`src/rtl/riscv_fetch_pkg.sv`:
```
// Shared types and constants for the instruction fetch unit.
package riscv_fetch_pkg;

    localparam int XLEN = 32;
    localparam logic [XLEN-1:0] NOP_INSTR = 32'h0000_0013;

    typedef enum logic [1:0] {
        BOOT  = 2'd0,
        RUN   = 2'd1,
        FLUSH = 2'd2,
        FAULT = 2'd3
    } fetch_state_t;

    typedef struct packed {
        logic [XLEN-1:0] pc;
        logic [XLEN-1:0] instr;
    } fetch_entry_t;

endpackage

```
`src/rtl/fetch_queue.sv`:
```
// Two-entry FIFO of fetched {pc, instr} pairs. Push and pop may coincide at
// any occupancy; flush empties the queue and takes priority over push/pop.
module fetch_queue
    import riscv_fetch_pkg::*;
(
    input  logic         clk,
    input  logic         rst_n,
    input  logic         push,
    input  fetch_entry_t push_entry,
    input  logic         pop,
    input  logic         flush,
    output fetch_entry_t head_entry,
    output logic [1:0]   count,
    output logic         full,
    output logic         empty
);

    fetch_entry_t entries_r [2];
    logic         rd_ptr_r;
    logic [1:0]   count_r;
    logic         wr_ptr_s;
    logic         pop_ok_s;
    logic         push_ok_s;

    assign full       = (count_r == 2'd2);
    assign empty      = (count_r == 2'd0);
    assign count      = count_r;
    assign head_entry = entries_r[rd_ptr_r];

    // When full, the tail slot coincides with the head being popped.
    assign wr_ptr_s  = rd_ptr_r ^ count_r[0];
    assign pop_ok_s  = pop && !empty;
    assign push_ok_s = push && (!full || pop_ok_s);

    // Storage, read pointer and occupancy update.
    always_ff @(posedge clk or negedge rst_n) begin
        if (!rst_n) begin
            for (int i = 0; i < 2; i++) begin
                entries_r[i] <= '0;
            end
            rd_ptr_r <= 1'b0;
            count_r  <= 2'd0;
        end else if (flush) begin
            rd_ptr_r <= 1'b0;
            count_r  <= 2'd0;
        end else begin
            if (push_ok_s) begin
                entries_r[wr_ptr_s] <= push_entry;
            end
            if (pop_ok_s) begin
                rd_ptr_r <= ~rd_ptr_r;
            end
            case ({push_ok_s, pop_ok_s})
                2'b10:   count_r <= count_r + 2'd1;
                2'b01:   count_r <= count_r - 2'd1;
                default: count_r <= count_r;
            endcase
        end
    end

endmodule

```
`src/rtl/instr_fetch_unit.sv`:
```
// Instruction fetch unit: owns the PC, drives the instruction memory address,
// captures the 1-cycle-latency response into a 2-entry queue and presents the
// queue head to decode over valid/ready. Redirects flush everything in flight.
// Optional feature macro: FETCH_ALIGN_CHECK_EN (misaligned-redirect fault).
module instr_fetch_unit
    import riscv_fetch_pkg::*;
#(
    parameter int              ADDR_W   = 8,
    parameter logic [XLEN-1:0] RESET_PC = 32'h0000_0000,
    parameter int              DEPTH    = 2   // queue is built for exactly 2
) (
    input  logic              clk,
    input  logic              rst_n,
    input  logic              fetch_en_i,
    output logic [ADDR_W-1:0] mem_addr_o,
    input  logic [XLEN-1:0]   mem_instr_i,
    output logic              if_valid_o,
    input  logic              if_ready_i,
    output logic [XLEN-1:0]   if_instr_o,
    output logic [XLEN-1:0]   if_pc_o,
    input  logic              redirect_i,
    input  logic [XLEN-1:0]   redirect_pc_i,
    output logic              fault_o
);

    localparam logic [2:0] DEPTH_C = 3'(DEPTH);

    fetch_state_t    state_r;
    fetch_state_t    state_nxt_s;
    logic [XLEN-1:0] fetch_pc_r;
    logic            inflight_r;
    logic [XLEN-1:0] inflight_pc_r;
    logic [XLEN-1:0] redirect_pc_s;
    logic [2:0]      occ_s;
    logic            issue_s;
    logic            pop_s;
    logic            push_s;
    fetch_entry_t    push_entry_s;
    fetch_entry_t    head_entry_s;
    logic [1:0]      q_count_s;
    logic            q_full_s;
    logic            q_empty_s;

`ifdef FETCH_ALIGN_CHECK_EN
    logic misalign_s;
    logic fault_r;

    assign misalign_s    = (redirect_pc_i[1:0] != 2'b00);
    assign redirect_pc_s = redirect_pc_i;
    assign fault_o       = fault_r;

    // Sticky misaligned-redirect flag; only a redirect (or reset) changes it.
    always_ff @(posedge clk or negedge rst_n) begin
        if (!rst_n) begin
            fault_r <= 1'b0;
        end else if (redirect_i) begin
            fault_r <= misalign_s;
        end else begin
            fault_r <= fault_r;
        end
    end
`else
    logic unused_pc_lsb_s;

    // Redirect targets are forced word-aligned; the low bits are ignored.
    assign unused_pc_lsb_s = ^redirect_pc_i[1:0];
    assign redirect_pc_s   = {redirect_pc_i[XLEN-1:2], 2'b00};
    assign fault_o         = 1'b0;
`endif

    assign mem_addr_o = fetch_pc_r[ADDR_W+1:2];

    assign if_valid_o = !q_empty_s;
    assign if_instr_o = if_valid_o ? head_entry_s.instr : NOP_INSTR;
    assign if_pc_o    = if_valid_o ? head_entry_s.pc : 32'h0000_0000;

    assign pop_s = if_valid_o && if_ready_i;

    // Slots that will be committed once this cycle's pop leaves.
    assign occ_s   = {1'b0, q_count_s} + {2'b00, inflight_r} - {2'b00, pop_s};
    assign issue_s = (state_r == RUN) && fetch_en_i && !redirect_i && (occ_s < DEPTH_C);

    // The response arriving this cycle belongs to last cycle's issue unless a
    // redirect is discarding it.
    assign push_s       = inflight_r && !redirect_i && (!q_full_s || pop_s);
    assign push_entry_s = '{pc: inflight_pc_r, instr: mem_instr_i};

    fetch_queue u_queue (
        .clk        (clk),
        .rst_n      (rst_n),
        .push       (push_s),
        .push_entry (push_entry_s),
        .pop        (pop_s),
        .flush      (redirect_i),
        .head_entry (head_entry_s),
        .count      (q_count_s),
        .full       (q_full_s),
        .empty      (q_empty_s)
    );

    // FSM state register.
    always_ff @(posedge clk or negedge rst_n) begin
        if (!rst_n) begin
            state_r <= BOOT;
        end else begin
            state_r <= state_nxt_s;
        end
    end

    // FSM next-state: a redirect overrides every state.
    always_comb begin
        state_nxt_s = state_r;
        if (redirect_i) begin
`ifdef FETCH_ALIGN_CHECK_EN
            if (misalign_s) begin
                state_nxt_s = FAULT;
            end else begin
                state_nxt_s = FLUSH;
            end
`else
            state_nxt_s = FLUSH;
`endif
        end else begin
            case (state_r)
                BOOT:    state_nxt_s = RUN;
                RUN:     state_nxt_s = RUN;
                FLUSH:   state_nxt_s = RUN;
`ifdef FETCH_ALIGN_CHECK_EN
                FAULT:   state_nxt_s = FAULT;
`endif
                default: state_nxt_s = BOOT;
            endcase
        end
    end

    // PC advance and in-flight request tracking.
    always_ff @(posedge clk or negedge rst_n) begin
        if (!rst_n) begin
            fetch_pc_r    <= RESET_PC;
            inflight_r    <= 1'b0;
            inflight_pc_r <= 32'h0000_0000;
        end else if (redirect_i) begin
            fetch_pc_r    <= redirect_pc_s;
            inflight_r    <= 1'b0;
            inflight_pc_r <= inflight_pc_r;
        end else if (issue_s) begin
            fetch_pc_r    <= fetch_pc_r + 32'd4;
            inflight_r    <= 1'b1;
            inflight_pc_r <= fetch_pc_r;
        end else begin
            fetch_pc_r    <= fetch_pc_r;
            inflight_r    <= 1'b0;
            inflight_pc_r <= inflight_pc_r;
        end
    end

endmodule

```
`config.mk`:
```
export PLATFORM = sky130hd
export DESIGN_NAME = instr_fetch_unit
export DESIGN_NICKNAME = d
export VERILOG_FILES = /design/src/rtl/riscv_fetch_pkg.sv /design/src/rtl/fetch_queue.sv /design/src/rtl/instr_fetch_unit.sv
export SDC_FILE = /design/constraint.sdc
export NUM_CORES = 1
export LEC_CHECK = 0
export ABC_AREA = 1
export CAP_MARGIN = 20
export CORE_AREA = 2 2 186 143
export CTS_BUF_LIST = sky130_fd_sc_hd__clkbuf_16
export DETAILED_ROUTE_END_ITERATION = 8
export DIE_AREA = 0 0 188 145
export SLEW_MARGIN = 20
export SYNTH_ARGS = -nofsm -noshare
export SYNTH_HDL_FRONTEND = slang
export SYNTH_HIERARCHICAL = 1
export SYNTH_SLANG_ARGS = --single-unit
```
`constraint.sdc`:
```
create_clock -name clk -period 8.7 [get_ports clk]
set_input_delay 1.305 -clock clk [delete_from_list [all_inputs] [get_ports clk]]
set_output_delay 1.305 -clock clk [all_outputs]
set_load 0.02 [all_outputs]
```
==> qor.txt, run 1 <==
core region area = 25500 sq um
combinational fraction of design power = 27.3%
vias per inst = 4.49
final wirelength = 24.7 mm
leakage power = 0.00628 uW
Synth cell types = 34
final period utilization = 50.3%
clock sinks = 194
Tmin final = 4380 ps
Flop pwr share = 44.4%
largest cells by area after synthesis = dfrtp_1, nand2_1, inv_1
Int Pwr = 1780 uW
die area = 27300 sq um
fin worst setup slack = 4320 ps
Fillers = 2582
setup repair bufs after CTS = 0
Chip Width = 188 um
Setup Crit Path Kind = reg -> reg
setup violators final = 0
sequential cell area fraction in the yosys report = 48.4%
fmax = 228 MHz
Yosys warnings = 6
worst vdd ir = 148 uV
Diodes inserted = 0
Die Y = 145 um
Worst setup SP type = flip-flop
clk buf depth = 2
CTS tree = done
Net Switching = 958 uW
min-delay src = state_r[0]
Hold EP = state_r[0]
commonest non-fill, non-tap cells in the layout = nand2_1, dfrtp_1, clkdlybuf4s50_1, inv_1, nor2_1
area growth from synthesis to layout = 20.2%
drt first pass iters = 5
Pins Over Slew Limit = 0
Clk network pwr share = 28.3%
# rows = 51
max_cap viols = 0
largest net degree at the start of global routing = 128
Worst-path clk slew = 70 ps
Worst EP required = 9030 ps
number of global-route vias before repair = 7871
crit end category = flip-flop
Initial DRC Count = 477
Avg WL per Cell = 13.2 um
layout cells sized above 1 = 4.75%
post-cts repair resize count = 0
largest area contributor in the netlist = dfrtp_1
Worst-Skew Late Latency = 430 ps
number of CTS-inserted buffers = 17
worst slew pin tran = 1010 ps
hold path cells = 1
initial antenna violation count = 0
status = finished clean
critical path fanouts, max = 65
PwrDens = 227 nW/um^2
Worst EP arrival = 4710 ps
RSZ-0062 raised after global routing = no
H-tree depth = 4
Post-DP HPWL = 15.7 mm
Synth top area share = 48.4%
Mapped Area = 10000 sq um
PortBufs = 139
first-pass GRT wire length = 41.2 mm
vias = 8445
total negative slack = 0 ps
R2R Path End = fetch_pc_r[27]
Seq cells post-synth = 194
commonest non-fill, non-tap cell in the layout = nand2_1
FF-to-FF setup slack = 4320 ps
Rel. slew slack = 32.8%
Synth Instances = 1422
worst setup skew after layout = 13.9 ps
syn_area_per_cell = 7.05 sq um
Root Driver = clkbuf_16
Final Hold Viols = 0
number of antenna-violating nets in the routed design = 0
switch share = 35.0%
grt ovf = 0
DP Worst Slack = 4100 ps
Hold WC Path Type = reg -> reg
drt drc = 0
RR Startpoint = u_queue/count[0]
Net count, final = 1596
gr usage total = 18.7%
I/O Pins = 143
hold_buf cts = 0
Initial Util = 39.4%
RD Place Congestion = 0.836
Register-to-Register Path Depth = 19
cell type report:
| class | instances | area [sq um] | share of cell area (%) |
|---|---|---|---|
| inverter | 129 | 484 | 4.02 |
| clock inverter | 15 | 146 | 1.22 |
| clock buffer | 17 | 425 | 3.53 |
| sequential | 194 | 4860 | 40.3 |
| multi-input combinational | 1033 | 4230 | 35.1 |
| timing repair buffer | 149 | 1470 | 12.2 |
| tap | 344 | 430 | 3.57 |
worst max path at each step:
stage	from	to	slack, ps	cells after the start
6_report	u_queue/count[0]	fetch_pc_r[27]	4320	19
5_1_grt	u_queue/count[0]	fetch_pc_r[29]	3840	19
4_1_cts	u_queue/count[0]	fetch_pc_r[27]	4220	19
3_5_place_dp	if_ready_i	fetch_pc_r[27]	4100	15
3_3_place_gp	if_ready_i	fetch_pc_r[28]	4120	15
2_1_floorplan	if_ready_i	fetch_pc_r[27]	5320	15
layer usage:
layer	track usage [%]	share of wire, %	up-vias
li1	-	-	4436
met1	28.2	52	3796
met4	3.82	0.67	0
met3	3.17	4.9	11
met5	0	0	-
met2	28.2	43	202
critical path, cell delays in order (launching register included):
cell	delay [ps]
dfrtp_1	510
inv_2	150
nand2_1	120
inv_2	60
buf_4	540
inv_1	120
nand2_1	130
inv_1	90
ha_1	280
or2_2	300
fa_1	490
inv_1	40
nor2_1	140
inv_1	90
nor2_4	640
nor2_4	280
nand2_1	140
nand2_1	50
inv_1	50
nand2_1	40
state kept, by name (all words and copies together) (netlist names):
signal	cells
u_queue/entries_r	128
u_queue/rd_ptr_r	1
inflight_r	1
state_r	2
u_queue/count	2
inflight_pc_r	30
fetch_pc_r	30
stage by stage:
step / hold slack, ps / power (uW) / area (sq um) / utilization [%] / instances
after global routing: 462 / 2930 / 12000 / 47.3 / 1881
after global placement: 431 / 1970 / 11500 / 45.1 / 1849
after floorplan: 420 / 1700 / 10000 / - / 1426
after detailed placement: 440 / 1990 / 11500 / 45.1 / 1849
after CTS: 451 / 2770 / 12000 / 47.3 / 1881
final: 448 / 2740 / 12000 / 47.3 / 1881
power by group through the flow:
stage	registers (uW)	logic, uW	clock network (uW)
2_1_floorplan	1200	502	0
3_3_place_gp	1230	746	0
3_5_place_dp	1230	758	0
4_1_cts	1220	760	796
5_1_grt	1250	848	834
6_report	1220	748	774
cells in the mapped netlist:
library cell,n
a211oi_1,1
nand3_1,54
dfrtp_1,194
clkbuf_8,1
or2_2,5
and2_1,1
xor2_1,2
inv_2,1
nor2_4,5
clkbuf_2,1
nor2_2,6
clkinv_1,1
clkbuf_1,35
nand2_2,2
nand4_4,1
inv_1,127
nand2_1,796
o21ai_0,35
xnor2_2,1
xor2_2,1
nand3_2,2
buf_4,11
nand4_1,1
conb_1,1
a21oi_1,3
nand4_2,2
nor2_1,99
o211ai_1,5
buf_2,2
buf_6,20
fa_1,1
ha_1,2
nand3b_4,1
xnor2_1,2
cell families (layout without fill, tap and decap cells):
logic type,count (synthesis),in the layout,synth area share (%)
xor gates and xnor gates,6,6,0.674
buffers and inverters,199,310,9.50
DFF,194,194,48.4
and+or+nand+nor,975,975,38.6
AOI/OAI and AO/OA,44,44,2.35
adders and majority gates,3,3,0.449
other,1,5,0.0374
(Power assumes the default switching activity.)
==> run 2, diff against run 1 <==
==> constraint.sdc (replaced) <==
create_clock -name clk -period 4.45 [get_ports clk]
set_input_delay 0.6675 -clock clk [delete_from_list [all_inputs] [get_ports clk]]
set_output_delay 0.6675 -clock clk [all_outputs]
set_load 0.02 [all_outputs]
==> qor.txt, run 2 (same netlist as run 1, synthesis figures left out) <==
hold_buf cts = 0 (unchanged)
Initial Util = 39.4% (unchanged)
largest net degree at the start of global routing = 106 (-17%)
worst vdd ir = 314 uV (+110%)
PwrDens = 441 nW/um^2 (+94%)
vias = 8503 (+0.69%)
grt ovf = 0 (unchanged)
status = finished clean
fmax = 291 MHz (+27%)
setup repair bufs after CTS = 0 (unchanged)
Diodes inserted = 0 (unchanged)
Setup Crit Path Kind = reg -> reg
CP Buf/Inv Count = 7 (-1)
Worst-Skew Late Latency = 430 ps (about the same)
vias per inst = 4.51 (+0.42%)
largest reg by FF count = u_queue/entries_r
FF-to-FF setup slack = 1010 ps (-3310 ps)
Net count, final = 1601 (+0.31%)
Pins Over Slew Limit = 0 (unchanged)
first-pass GRT wire length = 41.6 mm (+1.1%)
Post-DP HPWL = 16.3 mm (+4.0%)
worst setup skew after layout = 8.19 ps (-5.73 ps)
CP Cell Sequence = inv_2, nand2_1, inv_2, inv_1, nand2_1, inv_1, ha_1, or2_2, fa_1, inv_1, nor2_1, inv_1, nor2_4, nor2_4, nand2_1, nand2_1, inv_1, nand2_1
die area = 27300 sq um (unchanged)
drt first pass iters = 5 (unchanged)
Die Y = 145 um (unchanged)
commonest non-fill, non-tap cell in the layout = nand2_1
Initial DRC Count = 544 (+14%)
dpl cell area = 11500 sq um (+0.55%)
I/O Pins = 143 (unchanged)
clock sinks = 194 (unchanged)
max reg flops = 128 (unchanged)
gr usage total = 18.9% (+0.19 points)
Worst EP required = 4770 ps (-4260 ps)
number of CTS-inserted buffers = 17 (unchanged)
number of global-route vias before repair = 7893 (+0.28%)
drt drc = 0 (unchanged)
post-cts repair resize count = 0 (unchanged)
Fillers = 2600 (+0.70%)
max_cap viols = 0 (unchanged)
initial antenna violation count = 0 (unchanged)
critical path fanouts, max = 25 (-62%)
PortBufs = 139 (unchanged)
RD Place Congestion = 0.857 (+2.5%)
fin cells = 1886 (+0.27%)
leakage power = 0.00630 uW (+0.30%)
Hold WC Path Type = in -> async
final wirelength = 25.0 mm (+1.1%)
RSZ-0062 raised after global routing = no
top flop regs = u_queue/entries_r x128, fetch_pc_r x30, inflight_pc_r x30
max incr delay on CP = 550 ps (-90 ps)
setup violators final = 0 (unchanged)
Root Driver = clkbuf_16
Worst setup SP type = flip-flop
area growth from synthesis to layout = 20.7%
# rows = 51 (unchanged)
RR Startpoint = u_queue/count[0]
total negative slack = 0 ps (unchanged)
Rel. slew slack = 43.8% (+11 points)
worst slew pin tran = 844 ps (-165 ps)
Tmin final = 3440 ps (-939 ps)
Avg WL per Cell = 13.3 um (+0.86%)
H-tree depth = 4 (unchanged)
number of antenna-violating nets in the routed design = 0 (unchanged)
core region area = 25500 sq um (unchanged)
final period utilization = 77.3% (+27 points)
CP max-delay cell = dfrtp_1
Finished Cell Area = 12100 sq um (+0.45%)
commonest non-fill, non-tap cells in the layout = nand2_1, dfrtp_1, clkdlybuf4s50_1, inv_1, nor2_1
R2R Path End = fetch_pc_r[31]
Worst EP arrival = 3760 ps (-950 ps)
critical path's top delay family = simple AND/OR/NAND/NOR gates
crit end category = flip-flop
Register-to-Register Path Depth = 18 (-1)
Final Hold Viols = 0 (unchanged)
post-layout total power = 5340 uW (+95%)
final core occ = 47.5% (+0.21 points)
CTS tree = done
layout cells sized above 1 = 5.06% (+0.31 points)
clk buf depth = 2 (unchanged)
Chip Width = 188 um (unchanged)
dpl cells = 1854 (+0.27%)
Worst-path clk slew = 80 ps (about the same)
-- run 2: cell count changes in the layout (fill, tap and decap cells not counted), sizes merged --
| cell | change |
|---|---|
| clkinv | -5 |
| buf | +4 |
| clkinvlp | +3 |
| inv | +3 |
| bufinv | -1 |
| clkbuf | +1 |
-- run 2: worst max-delay path by stage --
stage                                start  cells after the start  slack [ps]             end
after detailed placement        if_ready_i                     15         780  fetch_pc_r[31]
final                     u_queue/count[0]                     18        1010  fetch_pc_r[31]
after global routing      u_queue/count[0]                     18         700  fetch_pc_r[31]
after CTS                 u_queue/count[0]                     18         970  fetch_pc_r[31]
after global placement          if_ready_i                     13         820   fetch_pc_r[4]
after floorplan           u_queue/count[0]                     20        1450  fetch_pc_r[27]
-- run 2: area by class of cell --
| class | count | area, sq um | area share, % |
|---|---|---|---|
| Clock buffer | 17 | 425 | 3.52 |
| Multi-Input combinational cell | 1033 | 4230 | 35.0 |
| Tap cell | 344 | 430 | 3.56 |
| Timing Repair Buffer | 154 | 1530 | 12.7 |
| Sequential cell | 194 | 4860 | 40.1 |
| Inverter | 129 | 484 | 4.00 |
| Clock inverter | 15 | 139 | 1.15 |
-- run 2: through the flow --
| stage | hold WS (ps) | worst slack, ps |
|---|---|---|
| 2_1_floorplan | 372 | 1450 |
| 3_3_place_gp | 430 | 820 |
| 3_5_place_dp | 443 | 778 |
| 4_1_cts | 324 | 972 |
| 5_1_grt | 346 | 704 |
| 6_report | 288 | 1010 |
-- run 2: where the power goes --
group          total (uW)  leakage [uW]  internal, uW  switching [uW]
Clock                1490      0.000272           746             744
Combinational        1460       0.00346           572             890
Sequential           2390       0.00257          2120             271
-- run 2: per-layer routing --
metal	routed length, um	vias to the layer above	track usage [%]
li1	-	4437	-
met1	13200	3859	29.3
met2	10400	192	27.8
met3	1210	15	2.90
met4	227	0	3.74
met5	0	-	0
==> run 3, diff against run 2 <==
==> constraint.sdc (replaced) <==
create_clock -name clk -period 3 [get_ports clk]
set_input_delay 0.45 -clock clk [delete_from_list [all_inputs] [get_ports clk]]
set_output_delay 0.45 -clock clk [all_outputs]
set_load 0.02 [all_outputs]
==> qor.txt, run 3 (same netlist as run 1, synthesis figures left out) <==
RD Place Congestion = 0.871 (+1.6%)
setup violators final = 0 (unchanged)
FF+latch area = 4860 sq um (unchanged)
Chip Width = 188 um (unchanged)
H-tree depth = 4 (unchanged)
initial antenna violation count = 0 (unchanged)
top flop regs = u_queue/entries_r x128, fetch_pc_r x30, inflight_pc_r x30
vias per inst = 4.56 (+1.2%)
R2R Path End = fetch_pc_r[8]
drt drc = 0 (unchanged)
worst slew pin tran = 695 ps (-149 ps)
Post-DP HPWL = 17.1 mm (+4.9%)
Setup Crit Path Kind = reg -> reg
failing checks = negative hold slack
largest net degree at the start of global routing = 80 (-25%)
number of CTS-inserted buffers = 17 (unchanged)
layout cells sized above 1 = 6.65% (+1.6 points)
core region area = 25500 sq um (unchanged)
final period utilization = 94.1% (+17 points)
dpl cell area = 11800 sq um (+1.9%)
Die Y = 145 um (unchanged)
drt first pass iters = 5 (unchanged)
status = finished with violations
area growth from synthesis to layout = 24.5%
crit path capture = fetch_pc_r[8]
Initial Util = 39.4% (unchanged)
gr usage total = 19.7% (+0.78 points)
leakage power = 0.00649 uW (+3.1%)
Finished Cell Area = 12500 sq um (+3.1%)
Net count, final = 1622 (+1.3%)
# rows = 51 (unchanged)
Pins Over Slew Limit = 0 (unchanged)
Tmin final = 2820 ps (-620 ps)
hold_buf cts = 0 (unchanged)
Initial DRC Count = 648 (+19%)
PwrDens = 658 nW/um^2 (+49%)
footprint of the multi-input gates = 4250 sq um (+0.50%)
first-pass GRT wire length = 43.3 mm (+4.0%)
Worst-Skew Late Latency = 450 ps (+20 ps)
FF-to-FF setup slack = 180 ps (-830 ps)
CP Launch Point = u_queue/count[0]
commonest non-fill, non-tap cells in the layout = nand2_1, dfrtp_1, clkdlybuf4s50_1, inv_1, nor2_1
die area = 27300 sq um (unchanged)
Avg WL per Cell = 13.9 um (+4.5%)
number of global-route vias before repair = 8343 (+5.7%)
grt ovf = 0 (unchanged)
RR Startpoint = u_queue/count[0]
Root Driver = clkbuf_16
max reg flops = 128 (unchanged)
PortBufs = 139 (unchanged)
clk buf depth = 2 (unchanged)
total negative slack = 0 ps (unchanged)
clock sinks = 194 (unchanged)
largest reg by FF count = u_queue/entries_r
I/O Pins = 143 (unchanged)
worst vdd ir = 424 uV (+35%)
Worst EP required = 3320 ps (-1450 ps)
Final Hold Viols = 1 (+1)
Hold WC Path Type = in -> async
commonest non-fill, non-tap cell in the layout = nand2_1
final core occ = 49.0% (+1.5 points)
final wirelength = 26.4 mm (+5.7%)
vias = 8701 (+2.3%)
Register-to-Register Path Depth = 16 (-2)
max_cap viols = 0 (unchanged)
CTS tree = done
hold slack final = -2.23 ps (-290 ps)
worst setup skew after layout = 15.2 ps (+6.96 ps)
Worst EP arrival = 3140 ps (-620 ps)
critical path fanouts, max = 8 (-68%)
Worst setup SP type = flip-flop
Fillers = 2568 (-1.2%)
number of antenna-violating nets in the routed design = 0 (unchanged)
Rel. slew slack = 53.7% (+9.9 points)
Diodes inserted = 0 (unchanged)
fmax = 354 MHz (+22%)
crit end category = flip-flop
Worst-path clk slew = 90 ps (about the same)
==> run 3: per-stage QoR <==
stage,setup WS [ps],power (uW),cells
floorplan,2.01,4930,1426
global placement,-59.3,5830,1871
detailed placement,-77.1,5890,1871
CTS,23.2,8260,1903
global route,-7.40,8780,1907
finish,178,8210,1907
==> run 3: how the worst min path moves through the flow <==
stage / cells after the start / to / slack, ps
final: 1 / u_queue/entries_r[3] / -2
after global routing: 1 / u_queue/entries_r[3] / 40
after CTS: 1 / u_queue/entries_r[3] / 30
after detailed placement: 1 / state_r[0] / 440
after global placement: 1 / state_r[0] / 430
after floorplan: 0 / fetch_pc_r[10] / 150
==> run 3: metal layers <==
layer	up-vias	GRT usage, %	routed length [um]	share of wire, %
met5	-	0	0	0
met4	0	3.54	216	0.82
li1	4496	-	-	-
met3	22	3.77	1350	5.1
met1	3967	29.6	13500	51
met2	216	29.7	11400	43
==> run 3: timing repair <==
| action | in CTS | in global routing |
|---|---|---|
| gates resized for setup | 1 | 6 |
| hold endpoints to repair | 0 | 0 |
| setup buffers | 0 | 1 |
| endpoints found under the setup margin | 3 | 59 |
| cloned | 0 | 3 |
==> run 3: layout make-up <==
| cell class | instances | share of cell area, % |
|---|---|---|
| timing repair buffer | 175 | 14.7 |
| tap | 344 | 3.45 |
| clock inverter | 15 | 1.57 |
| clock buffer | 17 | 3.41 |
| inverter | 129 | 3.88 |
| multi-input combinational | 1033 | 34.1 |
| sequential | 194 | 38.9 |
==> run 3: power by group <==
part / internal [uW] / total [uW] / switching, uW
clock: 1150 / 2360 / 1210
sequential: 3140 / 3510 / 370
combinational: 944 / 2340 / 1390
==> run 3: worst max-delay path, cell delays in order (launching register included) <==
cell      delay [ps]
dfrtp_1          390
inv_2             70
nand2_2           80
inv_2             70
inv_1             50
nand2_2           60
inv_1             50
ha_1             270
or2_2            300
fa_1             480
inv_1             50
nor2_2           110
buf_4            130
nand4_4          160
buf_12           220
nand2_2           90
o211ai_1          90
